===== config.mk =====
export PLATFORM = sky130hd
export DESIGN_NAME = ac_lane_dispatch
export DESIGN_NICKNAME = d
export VERILOG_FILES = /design/src/rtl/ac_dispatch_pkg.sv /design/src/rtl/ac_lane_credit.sv /design/src/rtl/ac_lane_dispatch.sv
export SDC_FILE = /design/constraint.sdc
export NUM_CORES = 1
export LEC_CHECK = 0
export CORE_AREA = 2 2 270 272
export CTS_BUF_LIST = sky130_fd_sc_hd__clkbuf_8
export DETAILED_ROUTE_END_ITERATION = 12
export DIE_AREA = 0 0 272 274
export DONT_BUFFER_PORTS = 1
export PLACE_DENSITY = 0.4
export SKIP_CTS_REPAIR_TIMING = 1
export SLEW_MARGIN = 0
export SYNTH_ARGS = -nofsm -noshare
export SYNTH_HDL_FRONTEND = slang
export SYNTH_SLANG_ARGS = --single-unit

===== constraint.sdc =====
create_clock -name clk -period 3.7 [get_ports clk]
set_input_delay 0.37 -clock clk [delete_from_list [all_inputs] [get_ports clk]]
set_output_delay 0.37 -clock clk [all_outputs]
set_load 0.02 [all_outputs]

===== src/rtl/ac_dispatch_pkg.sv =====
// Shared types for the multi-lane access-control dispatcher: FSM states and
// the lane-index width helper.
package ac_dispatch_pkg;

    typedef enum logic [1:0] {
        IDLE  = 2'd0,
        RUN   = 2'd1,
        DRAIN = 2'd2,
        DONE  = 2'd3
    } state_e;

    // A lane pointer needs at least one bit even for the minimum of two lanes.
    function automatic int lane_idx_w(input int n_lanes);
        return (n_lanes > 2) ? $clog2(n_lanes) : 1;
    endfunction

endpackage


===== src/rtl/ac_lane_credit.sv =====
// Per-lane outstanding-beat counter; credit_ok stays high while the lane can
// take another beat without exceeding MAX_OUTSTAND in flight.
module ac_lane_credit #(
    parameter int MAX_OUTSTAND = 4
) (
    input  logic clk,
    input  logic rst,
    input  logic clr,
    input  logic inc,
    input  logic dec,
    output logic credit_ok
);

    localparam int CW = $clog2(MAX_OUTSTAND + 1);

    logic [CW-1:0] outstanding;

    // Simultaneous dispatch and return on this lane leaves the count unchanged.
    always_ff @(posedge clk) begin
        if (rst || clr) begin
            outstanding <= '0;
        end else if (inc && !dec) begin
            outstanding <= outstanding + CW'(1);
        end else if (dec && !inc) begin
            outstanding <= outstanding - CW'(1);
        end
    end

    assign credit_ok = (outstanding < CW'(MAX_OUTSTAND));

endmodule


===== src/rtl/ac_lane_dispatch.sv =====
// Round-robin dispatch of one AXI-Stream frame over N_LANES PEs with in-order
// collection and framing checks. Define AC_LANE_STATS_EN for per-lane beat counters.
module ac_lane_dispatch
    import ac_dispatch_pkg::*;
#(
    parameter int DATA_WIDTH     = 24,
    parameter int OUT_WIDTH      = 96,
    parameter int N_LANES        = 4,
    parameter int MAX_OUTSTAND   = 4,
    parameter int SRC_IMG_WIDTH  = 960,
    parameter int SRC_IMG_HEIGHT = 540
) (
    input  logic                         clk,
    input  logic                         rst,
    input  logic                         cfg_start,
    output logic                         busy,
    output logic                         done,
    output logic                         err_sof,
    output logic                         err_eol,
    input  logic                         s_axis_tvalid,
    output logic                         s_axis_tready,
    input  logic [DATA_WIDTH-1:0]        s_axis_tdata,
    input  logic                         s_axis_tuser,
    input  logic                         s_axis_tlast,
    output logic [N_LANES-1:0]           lane_vld,
    input  logic [N_LANES-1:0]           lane_rdy,
    output logic [DATA_WIDTH-1:0]        lane_data,
    input  logic [N_LANES-1:0]           lane_res_vld,
    output logic [N_LANES-1:0]           lane_res_rdy,
    input  logic [N_LANES*OUT_WIDTH-1:0] lane_res_data,
    output logic                         m_axis_tvalid,
    input  logic                         m_axis_tready,
    output logic [OUT_WIDTH-1:0]         m_axis_tdata,
    output logic                         m_axis_tuser,
    output logic                         m_axis_tlast,
    output logic [N_LANES*32-1:0]        stat_beats
);

    localparam int FRAME_PIX = SRC_IMG_WIDTH * SRC_IMG_HEIGHT;
    localparam int CNT_W     = $clog2(FRAME_PIX + 1);
    localparam int LANE_W    = lane_idx_w(N_LANES);
    localparam int COL_W     = (SRC_IMG_WIDTH > 1) ? $clog2(SRC_IMG_WIDTH) : 1;

    state_e               state, state_nxt;
    logic [LANE_W-1:0]    wr_ptr, rd_ptr;
    logic [CNT_W-1:0]     in_cnt, out_cnt, ld_cnt;
    logic [COL_W-1:0]     col;
    logic [N_LANES-1:0]   credit_ok, lane_inc, lane_dec;
    logic [OUT_WIDTH-1:0] res_sel;
    logic                 run, start_acc, sel_credit, in_hs, res_hs, m_hs, out_free;

    function automatic logic [LANE_W-1:0] next_lane(input logic [LANE_W-1:0] p);
        return (p == LANE_W'(N_LANES - 1)) ? '0 : p + LANE_W'(1);
    endfunction

    assign run           = (state == RUN);
    assign busy          = (state != IDLE);
    assign done          = (state == DONE);
    assign start_acc     = (state == IDLE) && cfg_start;
    assign sel_credit    = credit_ok[wr_ptr];
    assign s_axis_tready = run && sel_credit && lane_rdy[wr_ptr];
    assign in_hs         = s_axis_tvalid && s_axis_tready;
    assign out_free      = !m_axis_tvalid || m_axis_tready;
    assign res_hs        = |lane_dec;
    assign m_hs          = m_axis_tvalid && m_axis_tready;
    assign lane_data     = s_axis_tdata;

    always_comb begin
        lane_vld     = '0;
        lane_res_rdy = '0;
        lane_inc     = '0;
        lane_dec     = '0;
        res_sel      = '0;
        for (int i = 0; i < N_LANES; i++) begin
            lane_vld[i]     = (LANE_W'(i) == wr_ptr) && s_axis_tvalid && run && sel_credit;
            lane_res_rdy[i] = (LANE_W'(i) == rd_ptr) && out_free && busy;
            lane_inc[i]     = lane_vld[i] && lane_rdy[i];
            lane_dec[i]     = lane_res_rdy[i] && lane_res_vld[i];
            if (LANE_W'(i) == rd_ptr) begin
                res_sel = lane_res_data[i*OUT_WIDTH +: OUT_WIDTH];
            end
        end
    end

    for (genvar g = 0; g < N_LANES; g++) begin : g_credit
        ac_lane_credit #(
            .MAX_OUTSTAND(MAX_OUTSTAND)
        ) u_credit (
            .clk      (clk),
            .rst      (rst),
            .clr      (start_acc),
            .inc      (lane_inc[g]),
            .dec      (lane_dec[g]),
            .credit_ok(credit_ok[g])
        );
    end

    always_comb begin
        state_nxt = state;
        case (state)
            IDLE:    if (cfg_start) state_nxt = RUN;
            RUN:     if (in_hs && (in_cnt == CNT_W'(FRAME_PIX - 1))) state_nxt = DRAIN;
            DRAIN:   if ((out_cnt == CNT_W'(FRAME_PIX)) && !m_axis_tvalid) state_nxt = DONE;
            DONE:    state_nxt = IDLE;
            default: state_nxt = IDLE;
        endcase
    end

    always_ff @(posedge clk) begin
        if (rst) state <= IDLE;
        else     state <= state_nxt;
    end

    // Dispatch/collect bookkeeping; framing errors are sticky until the next start.
    always_ff @(posedge clk) begin
        if (rst || start_acc) begin
            wr_ptr  <= '0;
            rd_ptr  <= '0;
            in_cnt  <= '0;
            out_cnt <= '0;
            ld_cnt  <= '0;
            col     <= '0;
            err_sof <= 1'b0;
            err_eol <= 1'b0;
        end else begin
            if (in_hs) begin
                wr_ptr  <= next_lane(wr_ptr);
                in_cnt  <= in_cnt + CNT_W'(1);
                col     <= (col == COL_W'(SRC_IMG_WIDTH - 1)) ? '0 : col + COL_W'(1);
                err_sof <= err_sof || (s_axis_tuser != (in_cnt == '0));
                err_eol <= err_eol || (s_axis_tlast != (col == COL_W'(SRC_IMG_WIDTH - 1)));
            end
            if (res_hs) begin
                rd_ptr <= next_lane(rd_ptr);
                ld_cnt <= ld_cnt + CNT_W'(1);
            end
            if (m_hs) begin
                out_cnt <= out_cnt + CNT_W'(1);
            end
        end
    end

    // Output register: loads the selected lane result, holds while stalled.
    always_ff @(posedge clk) begin
        if (rst) begin
            m_axis_tvalid <= 1'b0;
            m_axis_tdata  <= '0;
            m_axis_tuser  <= 1'b0;
            m_axis_tlast  <= 1'b0;
        end else if (res_hs) begin
            m_axis_tvalid <= 1'b1;
            m_axis_tdata  <= res_sel;
            m_axis_tuser  <= (ld_cnt == '0);
            m_axis_tlast  <= (ld_cnt == CNT_W'(FRAME_PIX - 1));
        end else if (m_hs) begin
            m_axis_tvalid <= 1'b0;
        end
    end

`ifdef AC_LANE_STATS_EN
    logic [31:0] stat_q [N_LANES];

    always_ff @(posedge clk) begin
        for (int i = 0; i < N_LANES; i++) begin
            if (rst || start_acc)  stat_q[i] <= '0;
            else if (lane_inc[i])  stat_q[i] <= stat_q[i] + 32'd1;
        end
    end

    always_comb begin
        stat_beats = '0;
        for (int i = 0; i < N_LANES; i++) begin
            stat_beats[i*32 +: 32] = stat_q[i];
        end
    end
`else
    assign stat_beats = '0;
`endif

endmodule


==> results of run 1 <==
cell usage after synthesis, types with 2 or more instances:
cell and count:
ha_1 24, o21ai_0 90, and4_1 6, nor3_2 5, nor2b_1 194, dfxtp_1 186
buf_4 152, and3_1 11, o41ai_2 2, nor4b_1 3, nor3_1 111, o21ai_1 21
nor2_1 60, a22o_1 2, inv_1 36, nand2_1 37, and2_1 18, clkbuf_1 99
a211oi_1 10, nand2b_1 2, xnor2_1 20, nand3_1 28, o31ai_1 10, a221oi_1 96
nand4_1 25, xor2_1 23, mux2i_1 8, fa_1 4, buf_2 18, or3_1 24
a21oi_1 216, nor4_1 12, buf_1 8, or4_1 15
registers in the layout, indices dropped and copies added, names as in the netlist:
| signal | flops |
|---|---|
| m_axis_tdata | 96 |
| in_cnt | 19 |
| ld_cnt | 19 |
| out_cnt | 19 |
| g_credit.u_credit.outstanding | 12 |
| col | 10 |
| rd_ptr | 2 |
| state | 2 |
| wr_ptr | 2 |
| err_eol | 1 |
| err_sof | 1 |
| m_axis_tlast | 1 |
| m_axis_tuser | 1 |
| m_axis_tvalid | 1 |
worst max-delay path, delay by kind of cell, from the launching register on:
kind,cells,cell delay [ns]
AO/OA/AOI/OAI,3,0.89
flip-flops,1,0.40
buffers and inverters,3,0.95
AND/OR/NAND/NOR,2,0.18
adder cells (fa/ha/maj),1,0.17
logic make-up (layout without fill, tap and decap cells):
logic type	Yosys count	after routing	share of synthesized area, %
buffers and inverters	314	128	14.5
AOI/OAI and AO/OA	456	456	22.5
muxes	9	9	0.837
other	1	140	0.0306
adders and majority gates	28	28	3.10
DFF	186	186	30.4
and+or+nand+nor	556	556	25.6
xor gates and xnor gates	43	43	3.07
routing by layer:
metal / routed length, um / GRT usage, % / share of wire, %
met4: 1570 / 5.70 / 3.5
met5: 85 / 0 / 0.19
met3: 4430 / 4.93 / 9.8
met2: 21200 / 17.8 / 47
met1: 17700 / 13.0 / 39
power breakdown:
| group | internal, mW | switching [mW] | leakage (nW) |
|---|---|---|---|
| clock | 0.557 | 0.920 | 0.194 |
| combinational | 0.860 | 1.61 | 2.92 |
| sequential | 2.39 | 0.854 | 1.51 |
per-stage QoR:
stage | std cells | power [mW] | area, um2 | util [%]
after detailed placement | 2417 | 5.74 | 12600 | 17.4
after floorplan | 1720 | 5.05 | 12700 | -
after global routing | 2501 | 7.72 | 13400 | 18.6
after CTS | 2449 | 7.30 | 12900 | 18.0
final | 2505 | 7.19 | 13400 | 18.6
after global placement | 2417 | 5.70 | 12600 | 17.4
area by class of cell:
| type | count | area [um2] | area share [%] |
|---|---|---|---|
| repair buffers | 60 | 636 | 4.74 |
| multi-input cells | 1220 | 7300 | 54.4 |
| diodes | 12 | 30.0 | 0.224 |
| clock buffers | 17 | 234 | 1.74 |
| clock inverters | 15 | 159 | 1.18 |
| well taps | 959 | 1200 | 8.94 |
| flip-flops and latches | 186 | 3720 | 27.7 |
| inverters | 36 | 136 | 1.02 |
worst paths after layout:
path	from	endpoint	slack, ns	cells after the start
worst min register to register	col[1]	col[1]	0.49	2
worst max-delay path	rd_ptr[1]	m_axis_tdata[12]	0.62	9
worst min-delay path	lane_res_data[317]	m_axis_tdata[29]	0.01	2
worst max register to register	rd_ptr[1]	m_axis_tdata[12]	0.62	9
==> run metrics, run 1 <==
cell type with the largest total area after synthesis=dfxtp_1; most frequent cells in the layout=a21oi_1, nor2b_1, dfxtp_1, conb_1, nor3_1; CTS Sinks=around 190; PortBufs=0; P_leak=roughly 4.6 nW; HP Class=primary input to flip-flop; Max Slew Vio Count=0; Setup Slack @ Placement=around 0.7 ns; total grt overflow=0; Synth area leaders=dfxtp_1, nor2b_1, buf_4, a21oi_1, a221oi_1; EDFF count, synth=0; global-route wire length before repair=62700 um; Clock Skew=about 0.028 ns; RSZ-0062 raised after global routing=no; Warnings, synthesis=0; Area Overhead vs Synth=9.48%; share of the synthesized area in the top cell type=between 30% and 40%; Worst EP arrival=roughly 3.5 ns; CTS Buf Count=17; vias in the first global route=9587; Main synth FF type=dfxtp_1; ratio of routed vias to standard cells=about 4.3; initial core utilization=approximately 17%; Fin Setup TNS=0 ns; number of setup violations in the final report=0; die area=approximately 75000 um2; fraction of layout cells with a size suffix above 1=approximately 4.4%; status=finished clean; CTS Root Buffer Type=clkbuf_8; cell mode on critical path=a21oi_1; CP Class=flip-flop to flip-flop; WHS=0.0146 ns; crit path launch type=flip-flop; final critical-path share of the clock period=a little over four fifths; Core Area=approximately 70000 um2; Crit. End Element=flip-flop; Synth async-reset ratio=0%; worst skew pair latency=0.56 ns; Slew @ Worst Pin=1.14 ns; Pre-antenna DRT Iters=5; slowest CP cell=a221oi_1; Post-Syn Area=12300 um2; slowest cell delay on critical path=between 0.5 and 0.6 ns; number of H-tree levels=4; Die W=~270 um; setup ws final=a little over 0.6 ns; largest net degree at the start of global routing=195; cell row count=99; Seq/Total Area, Yosys=30.4%; maximum VDD drop=between 0.0002 and 0.00025 V; cells after synthesis=1593; FF+latch count, synth=approximately 190; antenna violations before repair=17; GP Congestion=just under 0.9; WL/cell=roughly 18 um; Worst slew margin=between 20 and 25%; nets@finish=just under 2000; # IOs=687; leading cell type in the layout, fill and taps excluded=a21oi_1; clock tree buffer depth=2; Final Hold Fails=0; Worst EP required=approximately 4.1 ns; register clock-pin slew on the reported worst setup and hold paths=0.12 ns; routed wire length=~45000 um; Max-Cap Viols=0; Netlist cell types=51; critical-path cell list=inv_1 > ha_4 > buf_12 > buf_4 > nor2b_1 > a221oi_1 > nor3_1 > a21oi_1 > a21oi_1; f_max=325 MHz; TritonCTS clock tree=done; Final min period=3.08 ns; vias after detailed routing=10900; Pwr per Cell Area=around 540 nW/um2; GRT Total Usage=11.3%; Residual DRC=0; crit path max fanout=139; Layout fillers=between 8000 and 9000; post-DP HPWL=between 30000 and 40000 um; ANT nets after route=0; drt initial violations=703; Die Y-Extent=roughly 270 um; Syn Area/Cell=around 7.7 um2
Note: power is estimated with default switching activity, not from simulation.
==> run 2, diff against run 1 <==
clock period = 3.2 ns   (was 3.7 ns; I/O delays follow)
==> run metrics, run 2 (synthesis results as in run 1) <==
clock tree buffer depth=2; DP Area=12700 um2; number of setup violations in the final report=0; routed wire length=45300 um; Residual DRC=0; worst skew pair latency=approximately 0.56 ns; largest net degree at the start of global routing=approximately 130; final total power=8.49 mW; Worst EP required=between 2 and 3 ns; Max Slew Vio Count=0; register clock-pin slew on the reported worst setup and hold paths=approximately 0.11 ns; number of H-tree levels=4; Pwr per Cell Area=608 nW/um2; Final Hold Fails=1; ratio of routed vias to standard cells=around 4.3; reg2reg path depth=11; Metal-1 WL=roughly 19000 um; CP Class=flip-flop to output pin; Crit. End Element=output pin; cell mode on critical path=buf_4; Max-Cap Viols=0; die area=74500 um2; post-DP HPWL=34400 um; leading cell type in the layout, fill and taps excluded=a21oi_1; status=finished, violations left; GRT Total Usage=a little under an eighth; HP Class=primary input to flip-flop; most frequent cells in the layout=a21oi_1, nor2b_1, dfxtp_1, conb_1, nor3_1; CTS Root Buffer Type=clkbuf_8; Pre-antenna DRT Iters=5; CTS Sinks=roughly 190; vias after detailed routing=11100; uppermost routed layer=met5; final critical-path share of the clock period=~90%; WL/cell=about 18 um; maximum VDD drop=0.000266 V; PortBufs=0; initial core utilization=between 15 and 20%; nets@finish=between 2000 and 2500; critical-path cell list=inv_1 > ha_4 > buf_4 > buf_4 > and2_1; Setup Slack @ Placement=0.545 ns; global-route wire length before repair=63100 um; crit path launch type=flip-flop; wire length on met3=3010 um; Core Area=between 70000 and 80000 um2; vias in the first global route=9956; Area Overhead vs Synth=13.9%; Final min period=around 2.9 ns; total grt overflow=0; hold path depth=2; GP Congestion=a little over 0.9; CTS Buf Count=17; crit path max fanout=a little under 80; Slew @ Worst Pin=0.906 ns; antenna violations before repair=14; f_max=roughly 350 MHz; cell row count=99; drt initial violations=647; Worst EP arrival=2.53 ns; Reg with most FFs=m_axis_tdata; WHS=-0.00562 ns; slowest CP cell=buf_4; RSZ-0062 raised after global routing=no; Die Y-Extent=274 um; Fin Setup TNS=0 ns; violated checks=hold timing; Worst slew margin=roughly 39%; Die W=about 270 um; slowest cell delay on critical path=0.52 ns; DR WL met2=22000 um; ANT nets after route=0; # IOs=687; setup ws final=between 0.3 and 0.4 ns; fraction of layout cells with a size suffix above 1=approximately 5%; max reg flops=96; P_leak=between 4 and 5 nW; post-route cell area=14000 um2; TritonCTS clock tree=done; Clock Skew=a little under 0.03 ns
-- run 2: worst max-delay path: cells and delay by family, from the launching register on --
family                   cells  cell delay (ns)
buffers and inverters        3             1.06
flip-flops                   1             0.41
AND/OR/NAND/NOR              1             0.28
adder cells (fa/ha/maj)      1             0.19
-- run 2: area by class of cell --
class	instances	area, um2
fillers	8151	58000
multi-input cells	1220	7300
flip-flops and latches	186	3720
well taps	959	1200
repair buffers	112	1150
clock buffers	18	248
clock inverters	14	180
inverters	36	136
diodes	8	20.0
-- run 2: report_power, final --
part	switching (mW)	internal [mW]
Sequential	0.969	2.77
Clock	1.06	0.744
Combinational	1.89	1.06
Total	3.92	4.58
-- run 2: final timing paths --
kind                            from                                  end  slack (ns)
hold reg to reg            in_cnt[1]                            in_cnt[1]        0.49
setup / recovery           rd_ptr[0]                      lane_res_rdy[2]        0.35
hold / removal    lane_res_data[358]                     m_axis_tdata[70]      -0.006
setup reg to reg            state[1]  g_credit[0].u_credit.outstanding[2]        0.50
-- run 2: layer usage --
layer | vias up | track usage [%]
met3 | 65 | 3.69
li1 | 5405 | -
met2 | 438 | 18.7
met1 | 5176 | 13.1
met4 | 12 | 5.58
met5 | - | 0
-- run 2: per-stage QoR --
step / hold WS [ns] / instances / utilization (%)
after floorplan: 0.399 / 1720 / -
after global placement: 0.404 / 2428 / 17.6
after detailed placement: 0.403 / 2428 / 17.6
after CTS: -0.277 / 2460 / 18.2
after global routing: -0.000848 / 2552 / 19.4
final: -0.00562 / 2553 / 19.4
